File: src/rtl/des_round_sequencer.sv
// DES round sequencer: steps a Feistel datapath through LOAD, 16 rounds and
// a result hold, driving key-schedule rotate controls for each round.
// Build option: define DES_TRIPLE_EN for three-pass EDE (3DES) sequencing;
// without it a single DES pass is run and KEY_SEL/RELOAD stay at zero.
module des_round_sequencer (
  input  logic       CLK,
  input  logic       RST,
  input  logic       START,
  input  logic       MODE,
  output logic       IN_READY,
  output logic       LOAD,
  output logic       RELOAD,
  output logic       ROUND_EN,
  output logic [3:0] ROUND_NUM,
  output logic       SHIFT_LEFT,
  output logic [1:0] SHIFT_AMT,
  output logic       LAST_ROUND,
  output logic [1:0] KEY_SEL,
  output logic       OUT_VALID,
  input  logic       OUT_READY
);

  typedef enum logic [1:0] {
    ST_IDLE  = 2'd0,
    ST_LOAD  = 2'd1,
    ST_ROUND = 2'd2,
    ST_HOLD  = 2'd3
  } state_t;

`ifdef DES_TRIPLE_EN
  localparam logic [1:0] LAST_PASS = 2'd2;
`else
  localparam logic [1:0] LAST_PASS = 2'd0;
`endif

  state_t     state_q, state_d;
  logic [3:0] round_q, round_d;
  logic [1:0] pass_q, pass_d;
  logic       mode_q, mode_d;

  logic       in_ready_q, in_ready_d;
  logic       load_q, load_d;
  logic       reload_q, reload_d;
  logic       round_en_q, round_en_d;
  logic [3:0] round_num_q, round_num_d;
  logic       shift_left_q, shift_left_d;
  logic [1:0] shift_amt_q, shift_amt_d;
  logic       last_round_q, last_round_d;
  logic [1:0] key_sel_q, key_sel_d;
  logic       out_valid_q, out_valid_d;
  logic       decrypt_pass;

  // Key-half rotate amount per round; a decrypt pass rotates right and skips
  // the first rotation so round 0 uses the unrotated PC-1 halves.
  function automatic logic [1:0] shift_amount(input logic [3:0] rnd,
                                               input logic       dec);
    logic [1:0] amt;
    amt = 2'd2;
    if (rnd == 4'd0) begin
      amt = dec ? 2'd0 : 2'd1;
    end else if (rnd == 4'd1 || rnd == 4'd8 || rnd == 4'd15) begin
      amt = 2'd1;
    end
    return amt;
  endfunction

  // Next-state: sequence IDLE -> LOAD -> 16x ROUND -> (LOAD for next pass | HOLD).
  always_comb begin
    state_d = state_q;
    round_d = round_q;
    pass_d  = pass_q;
    mode_d  = mode_q;
    case (state_q)
      ST_IDLE: begin
        if (START) begin
          mode_d  = MODE;
          pass_d  = '0;
          state_d = ST_LOAD;
        end
      end
      ST_LOAD: begin
        round_d = '0;
        state_d = ST_ROUND;
      end
      ST_ROUND: begin
        if (round_q == 4'd15) begin
          round_d = '0;
          if (pass_q != LAST_PASS) begin
            pass_d  = pass_q + 2'd1;
            state_d = ST_LOAD;
          end else begin
            state_d = ST_HOLD;
          end
        end else begin
          round_d = round_q + 4'd1;
        end
      end
      ST_HOLD: begin
        if (OUT_READY) begin
          state_d = ST_IDLE;
        end
      end
      default: state_d = ST_IDLE;
    endcase
  end

  // Output decode from the next state so every port comes straight off a flop.
  // EDE: middle pass runs opposite direction to the requested mode.
  always_comb begin
    decrypt_pass = mode_d ^ (pass_d == 2'd1);
    in_ready_d   = (state_d == ST_IDLE);
    load_d       = (state_d == ST_LOAD) && (pass_d == 2'd0);
    reload_d     = (state_d == ST_LOAD) && (pass_d != 2'd0);
    round_en_d   = (state_d == ST_ROUND);
    round_num_d  = round_en_d ? round_d : 4'd0;
    last_round_d = round_en_d && (round_d == 4'd15);
    shift_left_d = round_en_d && !decrypt_pass;
    shift_amt_d  = round_en_d ? shift_amount(round_d, decrypt_pass) : 2'd0;
    out_valid_d  = (state_d == ST_HOLD);
`ifdef DES_TRIPLE_EN
    if ((state_d == ST_LOAD) || (state_d == ST_ROUND)) begin
      key_sel_d = mode_d ? (2'd2 - pass_d) : pass_d;
    end else begin
      key_sel_d = '0;
    end
`else
    key_sel_d = '0;
`endif
  end

  // State and registered outputs; reset aborts any operation in progress.
  always_ff @(posedge CLK or posedge RST) begin
    if (RST) begin
      state_q      <= ST_IDLE;
      round_q      <= '0;
      pass_q       <= '0;
      mode_q       <= 1'b0;
      in_ready_q   <= 1'b1;
      load_q       <= 1'b0;
      reload_q     <= 1'b0;
      round_en_q   <= 1'b0;
      round_num_q  <= '0;
      shift_left_q <= 1'b0;
      shift_amt_q  <= '0;
      last_round_q <= 1'b0;
      key_sel_q    <= '0;
      out_valid_q  <= 1'b0;
    end else begin
      state_q      <= state_d;
      round_q      <= round_d;
      pass_q       <= pass_d;
      mode_q       <= mode_d;
      in_ready_q   <= in_ready_d;
      load_q       <= load_d;
      reload_q     <= reload_d;
      round_en_q   <= round_en_d;
      round_num_q  <= round_num_d;
      shift_left_q <= shift_left_d;
      shift_amt_q  <= shift_amt_d;
      last_round_q <= last_round_d;
      key_sel_q    <= key_sel_d;
      out_valid_q  <= out_valid_d;
    end
  end

  assign IN_READY   = in_ready_q;
  assign LOAD       = load_q;
  assign RELOAD     = reload_q;
  assign ROUND_EN   = round_en_q;
  assign ROUND_NUM  = round_num_q;
  assign SHIFT_LEFT = shift_left_q;
  assign SHIFT_AMT  = shift_amt_q;
  assign LAST_ROUND = last_round_q;
  assign KEY_SEL    = key_sel_q;
  assign OUT_VALID  = out_valid_q;

endmodule

File: config.mk
export PLATFORM = sky130hd
export DESIGN_NAME = des_round_sequencer
export DESIGN_NICKNAME = d
export VERILOG_FILES = /design/src/rtl/des_round_sequencer.sv
export SDC_FILE = /design/constraint.sdc
export NUM_CORES = 1
export LEC_CHECK = 0
export CORE_MARGIN = 2
export CORE_UTILIZATION = 54
export DETAILED_ROUTE_END_ITERATION = 8
export GPL_TIMING_DRIVEN = 0
export MAX_ROUTING_LAYER = met4
export PLACE_DENSITY = 0.91
export SLEW_MARGIN = 25
export SYNTH_ARGS = -nofsm -noshare
export SYNTH_HDL_FRONTEND = slang
export SYNTH_SLANG_ARGS = --single-unit
File: constraint.sdc
create_clock -name CLK -period 3.9 [get_ports CLK]
set_input_delay 0.78 -clock CLK [delete_from_list [all_inputs] [get_ports CLK]]
set_output_delay 0.78 -clock CLK [all_outputs]
set_load 0.02 [all_outputs]
### Word level (Yosys, flattened, before mapping)

Index checks and enable logic that the tools add are counted.

| storage, ports and cells | value |
|---|---|
| register bits | 22 |
| word-level logic and storage cells | 58 |

| operators by class | value |
|---|---|
| $add $sub $neg | 2 |
| eq/ne operators | 11 |
| multiplexer cells | 18 |
| bitwise gates (word level) | 1 |
| reductions and logical operators | 13 |

Operator list:

| cell | number |
|---|---|
| 2-bit 2-to-1 mux | 10 |
| 4-bit == test (second input constant) | 3 |
| 2-bit == test (second input constant) | 4 |
| 4-bit 2-to-1 mux | 2 |
| 2-bit one-hot mux with 4 select lines | 1 |
| 4-bit one-hot mux with 2 select lines | 1 |
| 2-bit by 1-bit == test with 1-bit output (second input constant) | 3 |
| 2-bit zero test | 3 |
| 4-bit by 1-bit adder with 4-bit output (second input constant) | 1 |
| 4-bit by 1-bit == test with 1-bit output (second input constant) | 1 |
| 1-bit logical AND | 4 |
| 4-bit zero test | 1 |
| 2-bit one-hot mux with 2 select lines | 1 |
| 2-bit nonzero test | 2 |
| 1-bit 2-to-1 mux | 3 |
| 2-bit by 1-bit adder with 2-bit output (second input constant) | 1 |
| 1-bit logical OR | 2 |
| 1-bit zero test | 1 |
| 1-bit bitwise XOR | 1 |

### Depth between registers and ports, before layout

| depth | value |
|---|---|
| depth in word-level cells | 9 |
| mapped depth | 9 |
| gate-level depth less buffers | 8 |

### Worst setup path before layout

OpenSTA, ideal clock, no wires.

| path | value |
|---|---|
| path type | register -> register |
| start | register state_q[0] |
| end | register shift_amt_q[0], in the netlist SHIFT_AMT[0] |
| library setup time | 0.099 ns |
| arrival | 1.953 ns |
| required time | 3.801 ns |
| setup slack | 1.848 ns |
| stages on the path, launching flop included | 9 |
| cell sequence | dfrtp_1 > inv_1 > ha_1 > inv_1 > nor4_4 > a21oi_2 > or3_1 > o21a_1 > a311oi_1 |

| between the ends | value |
|---|---|
| cells in the longest elaborated chain, start to end | 8 |
| elaborated cells between the ends (all ways) | 24 |

RTL lines:

| element | RTL line | RTL |
|---|---|---|
| from (decl) | 36 | `state_t state_q, state_d;` |
| from (signal assigned) | 149 | `state_q <= state_d;` |
| 2-bit == test / 2-bit by 1-bit == test with 1-bit output (equally long branches) | 73 | `case (state_q)` |
| 4-bit one-hot mux with 2 select lines | 73 |  |
| 4-bit by 1-bit == test with 1-bit output / 4-bit == test (equally long branches) | 61 | `end else if (rnd == 4'd1 \|\| rnd == 4'd8 \|\| rnd == 4'd15) begin` |
| 1-bit logical OR (2 in a row) | 61 |  |
| 2-bit 2-to-1 mux | 61 |  |
| 2-bit 2-to-1 mux | 59 | `if (rnd == 4'd0) begin` |
| 2-bit 2-to-1 mux (*) | 118 | `shift_amt_d = round_en_d ? shift_amount(round_d, decrypt_pass) : 2'd0;` |
| named net shift_amt_d[0] | 47 | `logic [1:0] shift_amt_q, shift_amt_d;` |
| to (signal assigned) | 159 | `shift_amt_q <= shift_amt_d;` |
| to (decl) | 47 |  |

The timed path passes the listed nets; every way through them passes the cells marked *.

### Worst setup path in the final report

Ends and elaborated chain as after synthesis.

==> flow_summary.ini <==
[status]
status = completed

[grt]
grtUsageMet3_pct = 4.94
grt_max_degree = 23
grt.total_usage_pct = 22.0
grt_pass1_vias = 821
grt_pass1_wl_microns = 3870
busiest_layer = met2
grtUsageMet1_pct = 25.2
gr-total-overflow = 0
met2_usage_pct = 37.9
antenna_found_initial = 0

[synthesis]
yosys-top-cells-area = dfrtp_1 49%, ha_1 8.1%, inv_1 4.5%
synth_top_area_share_pct = 48.8
synth_top_area_cell = dfrtp_1
ys_warn_count = 0
synth_area_sq_um = 1080
synth_top_family_by_area = simple AND/OR/NAND/NOR gates
synthSimpleGateAreaFrac_pct = 16.4
yosysSeqAreaShare_pct = 51.2
synth_mux_area_share_pct = 2.09
syn-mean-instance-area_sq_um = 10.5
synthCells = 103
synth_adder_area_share_pct = 8.13
synth_compound_area_share_pct = 13.5
synth_xor_area_share_pct = 0.813
ys_ff_latch = 22
yosysUniqueCellTypes = 37

[floorplan]
start_util_pct = 56.1
dieArea_sq_um = 2370
dieWidth_microns = 48.7
core_area_sq_um = 1920
placementRows = 16
num_io_pins = 20
die_h_microns = 48.7

[route]
routed_wl_microns = 2160
viasPerCell = 5.27
drtAntennaViolNets = 0
firstDrtPassIters = 4
drt_iter0_drc = 14
wl_per_cell_microns = 14.2
vias = 801
drc = 0

[finish]
final_cell_mix = 21 x dfrtp_1, 17 x clkdlybuf4s50_1, 13 x inv_1
drive_above_1_share_pct = 12.0
n_antenna_cell = 0
final_nets = 138
area_growth_syn_to_layout_pct = 24.2
finalInstanceArea_sq_um = 1340
fin_util_pct = 69.6
final_common_cell = dfrtp_1

[place]
buffer_ports.inserted = 17
dp_hpwl_microns = 1620
place_congestion = 0.813
placed_cell_area_sq_um = 1280

[clock_network]
cts_tree = done
cts_resized = 0
clk_pin_slew_ns = 0.12
ctsLongestPathBuffers = 2
cts.sinks = 22
post_cts_buffers = 0
cts_buffers = 3
clk-insertion-delay-late_ns = 0.31
cts_root_buf = clkbuf_4
hold_buffers = 0
htree_num_levels = 1

[sta]
fmaxAchievable_mhz = 414
rsz0062_at_grt = no
post-route-min-period_ns = 2.41
relSlewSlack_pct = 47.5
worst_slew_pin_slew_ns = 0.786
setup_violations = 0
finClkSkew_ns = 0.00219
drv_slew = 0
hold_viol = 0
totalNegativeSetupSlack_ns = 0
finalHoldWorstSlack_ns = 0.554
post-route-period-util_pct = 61.9

[power_and_ir_drop]
p_switching_w = 0.000311
ir_drop_uv = 413
p_comb_share_pct = 41.9
switching_share_pct = 37.2
power_density_nw_per_um2 = 625
clockPowerShare_pct = 20.8
leakage_nw = 0.655
internal-power_w = 0.000525
seq_power_share_pct = 37.3
p_total_w = 0.000836

[critical_path]
critPathSlowestCell = a211oi_1
cp_max_fo = 6
cp.required_ns = 4.12
crit_top_cell = inv_1
path_class = reg -> reg
worstSetupEndpointType = flop
startpoint_type = flop
max_stage_delay_ns = 0.54
reg2reg_slack_ns = 1.49
path_cells = inv_1 -> ha_1 -> inv_1 -> nor3_1 -> a211oi_1 -> o211ai_1 -> o21a_1 -> a311oi_1
path_delay_family = compound AO/OA/AOI/OAI gates
cp_data_arrival_time_ns = 2.63
path_buf_inv = 2

[hold_path]
hp-class = reg -> reg

[job]
cap_violations = 0
area by class of cell:
class,count,area [sq um]
buffer,3,26.3
clock buffer,3,22.5
clock inverter,1,30.0
fill,158,584
inverter,14,55.1
multi-input combinational,65,448
sequential,22,552
tap,27,33.8
timing repair buffer,17,170
routing by layer:
metal / wire length (microns) / part of all wire [%]
met5: 0 / 0
met4: 14 / 0.65
met3: 83 / 3.8
met2: 1170 / 54
met1: 893 / 41
synthesized netlist by cell type, drive strengths merged:
library cell,instances
dfrtp,21
inv,14
nor2,9
ha,7
a21oi,6
nand2,6
o21ai,6
buf,3
nor3,3
and2,2
and3,2
mux2,2
nand3,2
o21a,2
o22ai,2
a211oi,1
a21boi,1
a21o,1
a221oi,1
a311oi,1
and3b,1
and4,1
conb,1
dfstp,1
nand2b,1
nand4b,1
nor3b,1
nor4,1
o211ai,1
or3,1
xnor2,1
power by group through the flow:
stage          Clock, W  Combinational, W  Sequential [W]
2_1_floorplan         0          0.000207        0.000345
3_3_place_gp          0          0.000331        0.000313
3_5_place_dp          0          0.000352        0.000316
4_1_cts        0.000175          0.000354        0.000311
5_1_grt        0.000188          0.000388        0.000318
6_report       0.000174          0.000350        0.000312
path summary, 6_finish.rpt:
check                      startpoint           end  cells after the start
max                        state_q[0]  SHIFT_AMT[0]                      8
min                            mode_q        mode_q                      1
max reg2reg                state_q[0]  SHIFT_AMT[0]                      8
min reg2reg                    mode_q        mode_q                      1
max in group asynchronous         RST  SHIFT_AMT[0]                      2
min in group asynchronous         RST  ROUND_NUM[2]                      2
metrics by stage:
step / instances / worst slack, ns
detailed placement: 148 / 1.40
global placement: 148 / 1.49
CTS: 152 / 1.50
global route: 152 / 1.35
floorplan: 104 / 1.85
finish: 152 / 1.49
cell families (layout without fill, tap and decap cells):
| logic type | Yosys count | count (layout) |
|---|---|---|
| AOI/OAI and AO/OA | 22 | 22 |
| xor gates and xnor gates | 1 | 1 |
| adders and majority gates | 7 | 7 |
| buffers and inverters | 17 | 38 |
| DFF | 22 | 22 |
| muxes | 2 | 2 |
| other | 1 | 2 |
| and+or+nand+nor | 31 | 31 |
flip-flops by register name, indices dropped and copies added (netlist names):
signal / flops
SHIFT_LEFT: 1
ROUND_NUM: 4
ROUND_EN: 1
pass_q: 2
RELOAD: 1
state_q: 2
OUT_VALID: 1
round_q: 4
SHIFT_AMT: 2
LAST_ROUND: 1
IN_READY: 1
LOAD: 1
mode_q: 1
Note: power is estimated with default switching activity, not from simulation.
